**config.mk**
```make
export PLATFORM = sky130hd
export DESIGN_NAME = ipv4_hdr_check
export DESIGN_NICKNAME = d
export VERILOG_FILES = /design/src/rtl/ipv4_hdr_check_pkg.sv /design/src/rtl/csum16_fold.sv /design/src/rtl/fallthrough_small_fifo.sv /design/src/rtl/ipv4_hdr_check.sv
export SDC_FILE = /design/constraint.sdc
export NUM_CORES = 1
export LEC_CHECK = 0
export ABC_CLOCK_PERIOD_IN_PS = 5690
export BUFFER_PORTS_ARGS = -buffer_cell sky130_fd_sc_hd__buf_2
export CAP_MARGIN = 25
export CORE_MARGIN = 1.5
export CORE_UTILIZATION = 45
export DETAILED_ROUTE_END_ITERATION = 8
export GPL_TIMING_DRIVEN = 0
export HOLD_SLACK_MARGIN = 0.15
export PLACE_DENSITY_LB_ADDON = 0.2
export REMOVE_ABC_BUFFERS = 1
export SLEW_MARGIN = 20
export SYNTH_ARGS = -nofsm -noshare
export SYNTH_HDL_FRONTEND = slang
export SYNTH_SLANG_ARGS = --single-unit
```
**constraint.sdc**
```tcl
create_clock -name clk -period 5.69 [get_ports clk]
set_input_delay 1.138 -clock clk [delete_from_list [all_inputs] [get_ports clk]]
set_output_delay 1.138 -clock clk [all_outputs]
set_load 0.01 [all_outputs]
```
**src/rtl/ipv4_hdr_check_pkg.sv**
```systemverilog
// rtl/ipv4_hdr_check_pkg.sv - shared lanes, states and result record for the IPv4 header checker
package ipv4_hdr_check_pkg;

    // Bit positions (msb of each field) inside a 256-bit beat; byte k sits at [255-8k:248-8k]
    localparam int ETHTYPE_HI = 159;   // beat 0, bytes 12..13
    localparam int VER_IHL_HI = 143;   // beat 0, byte 14
    localparam int TTL_HI     = 79;    // beat 0, byte 22
    localparam int PROTO_HI   = 71;    // beat 0, byte 23
    localparam int CSUM_HI    = 63;    // beat 0, bytes 24..25
    localparam int DADDR_HI0  = 15;    // beat 0, bytes 30..31 (upper half of daddr)
    localparam int DADDR_HI1  = 255;   // beat 1, bytes 32..33 (lower half of daddr)

    localparam logic [15:0] ETHERTYPE_IPV4 = 16'h0800;
    localparam logic [7:0]  VER_IHL_IPV4   = 8'h45;

    typedef enum logic [1:0] {
        S_HDR0,
        S_HDR1,
        S_SKIP
    } parse_state_t;

    typedef struct packed {
        logic        can_handle;
        logic        ttl_ok;
        logic        csum_ok;
        logic [15:0] csum_updated;
        logic [31:0] daddr;
    } hdr_rec_t;

    localparam int REC_W = $bits(hdr_rec_t);

    // Plain (unfolded) sum of the nine header words carried in beat 0
    function automatic logic [19:0] sum_words9(input logic [143:0] w);
        logic [19:0] s;
        s = '0;
        for (int i = 0; i < 9; i++) begin
            s = s + {4'h0, w[16*i +: 16]};
        end
        return s;
    endfunction

endpackage

```
**src/rtl/csum16_fold.sv**
```systemverilog
// rtl/csum16_fold.sv - fold a 20-bit ones-complement sum to 16 bits with end-around carry
module csum16_fold (
    input  logic [19:0] sum_i,
    output logic [15:0] fold_o
);

    logic [16:0] first_fold;

    // Second add cannot carry again: if the first one carried, its low half is at most 14
    assign first_fold = {1'b0, sum_i[15:0]} + {13'h0, sum_i[19:16]};
    assign fold_o     = first_fold[15:0] + {15'h0, first_fold[16]};

endmodule

```
**src/rtl/fallthrough_small_fifo.sv**
```systemverilog
// rtl/fallthrough_small_fifo.sv - small first-word-fallthrough queue with occupancy flags
module fallthrough_small_fifo #(
    parameter int WIDTH          = 8,
    parameter int MAX_DEPTH_BITS = 2
) (
    input  logic             clk,
    input  logic             reset,
    input  logic [WIDTH-1:0] din,
    input  logic             wr_en,
    input  logic             rd_en,
    output logic [WIDTH-1:0] dout,
    output logic             full,
    output logic             nearly_full,
    output logic             empty
);

    localparam int DEPTH = 1 << MAX_DEPTH_BITS;

    logic [WIDTH-1:0]          mem_q [DEPTH];
    logic [MAX_DEPTH_BITS-1:0] wr_ptr_q;
    logic [MAX_DEPTH_BITS-1:0] rd_ptr_q;
    logic [MAX_DEPTH_BITS:0]   count_q;
    logic                      push;
    logic                      pop;

    assign empty       = (count_q == '0);
    assign full        = count_q[MAX_DEPTH_BITS];
    assign nearly_full = count_q[MAX_DEPTH_BITS] | (&count_q[MAX_DEPTH_BITS-1:0]);
    assign dout        = mem_q[rd_ptr_q];

    // A pop frees the head slot in the same cycle, so a full queue still takes a concurrent push
    assign pop  = rd_en & ~empty;
    assign push = wr_en & (~full | pop);

    // Storage array, written at the tail
    always_ff @(posedge clk) begin
        if (push) begin
            mem_q[wr_ptr_q] <= din;
        end
    end

    // Pointers wrap naturally at the depth; count tracks occupancy
    always_ff @(posedge clk) begin
        if (reset) begin
            wr_ptr_q <= '0;
            rd_ptr_q <= '0;
            count_q  <= '0;
        end else begin
            if (push) wr_ptr_q <= wr_ptr_q + MAX_DEPTH_BITS'(1);
            if (pop)  rd_ptr_q <= rd_ptr_q + MAX_DEPTH_BITS'(1);
            count_q <= count_q + (MAX_DEPTH_BITS+1)'(push) - (MAX_DEPTH_BITS+1)'(pop);
        end
    end

endmodule

```
**src/rtl/ipv4_hdr_check.sv**
```systemverilog
// rtl/ipv4_hdr_check.sv - tap an AXIS stream, check the IPv4 header, queue one result per packet
module ipv4_hdr_check
    import ipv4_hdr_check_pkg::*;
#(
    parameter int C_S_AXIS_DATA_WIDTH = 256,
    parameter int QDEPTH_BITS         = 2
) (
    input  logic                           clk,
    input  logic                           reset,
    input  logic [C_S_AXIS_DATA_WIDTH-1:0] S_AXIS_TDATA,
    input  logic                           S_AXIS_TVALID,
    input  logic                           S_AXIS_TREADY,
    input  logic                           S_AXIS_TLAST,
    input  logic                           i_rd_hdr,
    output logic                           o_can_handle_ipv4,
    output logic                           o_ttl_ok,
    output logic                           o_csum_ok,
    output logic [15:0]                    o_csum_updated,
    output logic [31:0]                    o_daddr,
    output logic                           o_valid,
    output logic                           o_nearly_full,
    output logic                           o_overflow
);

    parse_state_t state_q, state_d;
    logic [15:0]  ethtype_q, ethtype_d;
    logic [7:0]   ver_ihl_q, ver_ihl_d;
    logic [7:0]   ttl_q, ttl_d;
    logic [7:0]   proto_q, proto_d;
    logic [15:0]  rx_csum_q, rx_csum_d;
    logic [31:0]  daddr_q, daddr_d;
    logic [19:0]  sum_q, sum_d;
    logic         push_q, push_d;
    logic         short_q, short_d;
    logic         overflow_q;

    logic         accept;
    logic         can_handle;
    logic [15:0]  hdr_fold;
    logic [19:0]  upd_sum;
    logic [15:0]  upd_fold;
    logic [7:0]   ttl_dec;
    hdr_rec_t     rec_in;
    hdr_rec_t     rec_head;
    logic         fifo_full;
    logic         fifo_nearly_full;
    logic         fifo_empty;
    logic         unused_tdata;

    assign accept       = S_AXIS_TVALID & S_AXIS_TREADY;
    assign unused_tdata = ^S_AXIS_TDATA[239:160];

    // Header parser: latch beat-0 fields and partial sum, finish the sum on beat 1, then skip
    always_comb begin
        state_d   = state_q;
        ethtype_d = ethtype_q;
        ver_ihl_d = ver_ihl_q;
        ttl_d     = ttl_q;
        proto_d   = proto_q;
        rx_csum_d = rx_csum_q;
        daddr_d   = daddr_q;
        sum_d     = sum_q;
        push_d    = 1'b0;
        short_d   = 1'b0;
        case (state_q)
            S_HDR0: if (accept) begin
                ethtype_d = S_AXIS_TDATA[ETHTYPE_HI -: 16];
                ver_ihl_d = S_AXIS_TDATA[VER_IHL_HI -: 8];
                ttl_d     = S_AXIS_TDATA[TTL_HI -: 8];
                proto_d   = S_AXIS_TDATA[PROTO_HI -: 8];
                rx_csum_d = S_AXIS_TDATA[CSUM_HI -: 16];
                daddr_d   = {S_AXIS_TDATA[DADDR_HI0 -: 16], 16'h0000};
                sum_d     = sum_words9(S_AXIS_TDATA[VER_IHL_HI:0]);
                if (S_AXIS_TLAST) begin
                    push_d  = 1'b1;
                    short_d = 1'b1;
                end else begin
                    state_d = S_HDR1;
                end
            end
            S_HDR1: if (accept) begin
                sum_d   = sum_q + {4'h0, S_AXIS_TDATA[DADDR_HI1 -: 16]};
                daddr_d = {daddr_q[31:16], S_AXIS_TDATA[DADDR_HI1 -: 16]};
                push_d  = 1'b1;
                state_d = S_AXIS_TLAST ? S_HDR0 : S_SKIP;
            end
            S_SKIP: if (accept && S_AXIS_TLAST) begin
                state_d = S_HDR0;
            end
            default: state_d = S_HDR0;
        endcase
    end

    // Parser state and captured header fields
    always_ff @(posedge clk) begin
        if (reset) begin
            state_q   <= S_HDR0;
            ethtype_q <= '0;
            ver_ihl_q <= '0;
            ttl_q     <= '0;
            proto_q   <= '0;
            rx_csum_q <= '0;
            daddr_q   <= '0;
            sum_q     <= '0;
            push_q    <= 1'b0;
            short_q   <= 1'b0;
        end else begin
            state_q   <= state_d;
            ethtype_q <= ethtype_d;
            ver_ihl_q <= ver_ihl_d;
            ttl_q     <= ttl_d;
            proto_q   <= proto_d;
            rx_csum_q <= rx_csum_d;
            daddr_q   <= daddr_d;
            sum_q     <= sum_d;
            push_q    <= push_d;
            short_q   <= short_d;
        end
    end

    assign can_handle = (ethtype_q == ETHERTYPE_IPV4) && (ver_ihl_q == VER_IHL_IPV4);

    // Incremental update for a TTL decrement; a TTL of 0 simply wraps to 0xFF here
    assign ttl_dec = ttl_q - 8'd1;
    assign upd_sum = {4'h0, ~rx_csum_q} + {4'h0, ~{ttl_q, proto_q}} + {4'h0, ttl_dec, proto_q};

    csum16_fold u_fold_hdr (
        .sum_i  (sum_q),
        .fold_o (hdr_fold)
    );

    csum16_fold u_fold_upd (
        .sum_i  (upd_sum),
        .fold_o (upd_fold)
    );

    // Result record; short frames and non-IPv4 packets produce an all-zero record
    always_comb begin
        rec_in = '0;
        if (!short_q && can_handle) begin
            rec_in.can_handle   = 1'b1;
            rec_in.ttl_ok       = (ttl_q > 8'd1);
            rec_in.csum_ok      = (hdr_fold == 16'hFFFF);
            rec_in.csum_updated = ~upd_fold;
            rec_in.daddr        = daddr_q;
        end
    end

    fallthrough_small_fifo #(
        .WIDTH          (REC_W),
        .MAX_DEPTH_BITS (QDEPTH_BITS)
    ) u_rec_fifo (
        .clk         (clk),
        .reset       (reset),
        .din         (rec_in),
        .wr_en       (push_q),
        .rd_en       (i_rd_hdr),
        .dout        (rec_head),
        .full        (fifo_full),
        .nearly_full (fifo_nearly_full),
        .empty       (fifo_empty)
    );

    // Sticky flag for records lost to a full queue (a concurrent pop makes room)
    always_ff @(posedge clk) begin
        if (reset) begin
            overflow_q <= 1'b0;
        end else if (push_q && fifo_full && !i_rd_hdr) begin
            overflow_q <= 1'b1;
        end
    end

    // Head slot contents are stale while empty, so outputs are masked to zero
    assign o_can_handle_ipv4 = ~fifo_empty & rec_head.can_handle;
    assign o_ttl_ok          = ~fifo_empty & rec_head.ttl_ok;
    assign o_csum_ok         = ~fifo_empty & rec_head.csum_ok;
    assign o_csum_updated    = fifo_empty ? 16'h0000 : rec_head.csum_updated;
    assign o_daddr           = fifo_empty ? 32'h0000_0000 : rec_head.daddr;
    assign o_valid           = ~fifo_empty;
    assign o_nearly_full     = fifo_nearly_full;
    assign o_overflow        = overflow_q;

endmodule

```
==> impl_metrics.env <==
export IMPL_die_y_um=207
export IMPL_finalClockSkew_ns=0.0245
export IMPL_final_cell_area_um2=22500
export IMPL_route_detailed_drc=0
export IMPL_cp_startpoint="rx_csum_q[6]"
export IMPL_clock_power_share_pct=23.7
export IMPL_ys_top_cells_by_area="sky130_fd_sc_hd__edfxtp_1 33%, sky130_fd_sc_hd__dfxtp_1 13%, sky130_fd_sc_hd__fa_1 12%"
export IMPL_power_combinational_fraction_pct=49.3
export IMPL_critical_path_max_stage_delay_ns=0.40
export IMPL_worst_ir_drop_vdd_uv=264
export IMPL_timing_hold_worst_start="daddr_q[23]"
export IMPL_design_die_area_um2=42700
export IMPL_synth_enable_flop_cells=204
export IMPL_ffs_latches_synth=326
export IMPL_synthCells=1557
export IMPL_syn_mean_instance_area_um2=12.0
export IMPL_stdcell_count=2375
export IMPL_tightestPinTransition_ns=0.995
export IMPL_cts_root_to_sink_buffers=3
export IMPL_finalHoldViolCount=0
export IMPL_avgViaCountPerCell=5.44
export IMPL_synth_cells_most_frequent="204 x sky130_fd_sc_hd__edfxtp_1, 186 x sky130_fd_sc_hd__nand2_1, 122 x sky130_fd_sc_hd__dfxtp_1"
export IMPL_number_of_antenna_violations_at_the_first_check_in_global_routing=12
export IMPL_seq_power_share_pct=27.0
export IMPL_detailroute_via_count=12914
export IMPL_worstHoldPathType="reg2reg"
export IMPL_failing_checks="negative setup slack"
export IMPL_postSynth_asyncResetShare_pct=0
export IMPL_grt_remaining_overflow=0
export IMPL_hold_buffers=0
export IMPL_grt_start_max_net_pins=64
export IMPL_setup_viol=18
export IMPL_placementRows=74
export IMPL_critPathSlowestCell="sky130_fd_sc_hd__or3b_4"
export IMPL_dpl_hpwl_um=36500
export IMPL_worst_setup_hold_path_clk_slew_ns=0.06
export IMPL_numPlacedInstances=2268
export IMPL_gp_congestion=0.902
export IMPL_floorplan_io_pins=316
export IMPL_area_overhead_vs_synth_pct=20.4
export IMPL_cts_inserted_buffers=36
export IMPL_cell_pwr_density_nw_per_um2=448
export IMPL_core_um2=40800
export IMPL_start_util_pct=45.7
export IMPL_synthDominantAreaCellType="sky130_fd_sc_hd__edfxtp_1"
export IMPL_cts_tree="done"
export IMPL_clock_latency_ns=0.54
export IMPL_clock_sinks=326
export IMPL_rsz0062_at_grt="true"
export IMPL_timing_setup_critical_path_class="reg2reg"
export IMPL_syn_cell_area_um2=18600
export IMPL_drive_above_1_share_pct=26.9
export IMPL_max_clock_freq_mhz=174
export IMPL_seq_area_frac_synth_pct=46.0
export IMPL_critical_path_arrival_ns=6.01
export IMPL_hold_ws_ns=0.451
export IMPL_dpl_cell_area_um2=20600
export IMPL_synth_ff_type="sky130_fd_sc_hd__edfxtp_1"
export IMPL_grt_usage_pct=23.6
export IMPL_wire_length_of_the_first_global_routing_pass_um=75000
export IMPL_first_global_vias=13119
export IMPL_crit_fanout=4
export IMPL_synth_largest_type_area_fraction_pct=32.9
export IMPL_cts_htree_levels=2
export IMPL_ys_warn_count=0
export IMPL_run_status="finished, violations left"
export IMPL_final_min_period_over_clock_period_pct=101
export IMPL_dp_worst_slack_ns=-1.42
export IMPL_io_buffers=235
export IMPL_switching_share_pct=37.5
export IMPL_drt_first_pass_iters=5
export IMPL_critical_path_required_ns=5.94
export IMPL_layout_nets=2274
export IMPL_timing_slew_headroom_pct=33.6
export IMPL_post_layout_total_power_mw=10.1
export IMPL_setup_worst_path_end_class="register"
export IMPL_detailed_route_wl_um=48900
export IMPL_final_period_minus_worst_setup_slack_ns=5.76
export IMPL_r2r_start="rx_csum_q[6]"
export IMPL_reported_net_switching_power_mw=3.78
export IMPL_synth_cell_type_count=76
export IMPL_leakage_nw=8.82
export IMPL_fin_setup_tns_ns=-0.471
export IMPL_clock_tree_root_cell="sky130_fd_sc_hd__clkbuf_16"
export IMPL_synth_most_common_cell="sky130_fd_sc_hd__edfxtp_1"
export IMPL_postLayoutSetupSlackWorst_ns=-0.0672
export IMPL_finalMaxSlewViolations=0
export IMPL_detail_route_iter0_violations=884
export IMPL_avgRoutedWirePerCell_um=20.6
export IMPL_antenna_left=0
export IMPL_floorplan_die_width_um=207
export IMPL_final_core_density_pct=55.0
export IMPL_critPathLaunchType="register"
export IMPL_internal_power_mw=6.29
export IMPL_max_cap_violations=0
[area by class of cell]
| type | instances | area, µm² |
|---|---|---|
| Sequential cell | 326 | 8600 |
| Tap cell | 532 | 666 |
| Inverter | 55 | 214 |
| Clock inverter | 16 | 228 |
| Clock buffer | 49 | 980 |
| Timing Repair Buffer | 282 | 1740 |
| Fill cell | 3443 | 18400 |
| Antenna cell | 7 | 17.5 |
| Multi-Input combinational cell | 1108 | 10000 |
[power by group through the flow]
stage / clock network, mW / logic (mW) / registers (mW)
CTS: 2.43 / 4.93 / 2.73
detailed placement: 0 / 4.73 / 2.78
global route: 2.51 / 5.51 / 2.74
floorplan: 0 / 3.34 / 2.78
finish: 2.39 / 4.96 / 2.72
global placement: 0 / 4.57 / 2.86
[sequential cells by signal, summed over array words and instances (netlist names), named ones only]
register             flops
ver_ihl_q                8
rx_csum_q               16
sum_q                   20
daddr_q                 32
state_q                  2
u_rec_fifo.wr_ptr_q      2
u_rec_fifo.mem_q       204
push_q                   1
short_q                  1
u_rec_fifo.count_q       3
ethtype_q               16
proto_q                  8
ttl_q                    8
o_overflow               1
u_rec_fifo.rd_ptr_q      2
[logic make-up after synthesis]
logic type                 after synthesis  share of synthesized area (%)
and+or+nand+nor                        491                           13.2
muxes                                   60                           6.64
buffers and inverters                  123                           2.51
AOI/OAI and AO/OA                      266                           9.18
xor gates and xnor gates                88                           4.25
DFF                                    326                           46.0
adders and majority gates              203                           18.3
[worst max-delay path, delay by kind of cell, from the launching register on]
family	cells	cell delay [ns]
xor+xnor	2	0.37
buf+inv	2	0.14
fa+ha+maj	5	1.04
compound gates	7	1.37
simple gates	11	2.22
flops	1	0.33
[path summary, 6_finish.rpt]
check                                                to  slack [ns]  cells past startpoint
worst min register to register              daddr_q[23]        0.45                      2
worst max-delay path            u_rec_fifo.mem_q[3][47]       -0.07                     27
worst min-delay path                        daddr_q[23]        0.45                      2
worst max register to register  u_rec_fifo.mem_q[3][47]       -0.07                     27
[cells in the final DEF, fill, tap and decap left out, types with 28 or more instances in the layout]
cell type	count
sky130_fd_sc_hd__and2_1	88
sky130_fd_sc_hd__dfxtp_1	110
sky130_fd_sc_hd__edfxtp_1	204
sky130_fd_sc_hd__buf_4	34
sky130_fd_sc_hd__xnor2_1	46
sky130_fd_sc_hd__buf_2	234
sky130_fd_sc_hd__nor2_1	80
sky130_fd_sc_hd__mux4_2	51
sky130_fd_sc_hd__a21o_1	28
sky130_fd_sc_hd__fa_1	113
sky130_fd_sc_hd__clkbuf_16	36
sky130_fd_sc_hd__inv_1	51
sky130_fd_sc_hd__xor2_1	30
sky130_fd_sc_hd__nand2_1	185
sky130_fd_sc_hd__a21oi_1	118
sky130_fd_sc_hd__ha_1	76
[routing by layer]
| layer | track usage [%] | vias up | routed length (µm) |
|---|---|---|---|
| li1 | - | 6068 | - |
| met1 | 33.5 | 6297 | 21900 |
| met2 | 36.9 | 472 | 21900 |
| met3 | 4.71 | 69 | 3830 |
| met4 | 6.37 | 8 | 1210 |
| met5 | 0 | - | 48 |
[repair_timing]
action                                  in CTS  in global routing
setup buffers                               29                  6
endpoints found under the setup margin      60                 35
pin swaps                                   33                  5
gates resized for setup                     68                 22
Power figures use the tool's default switching activity.
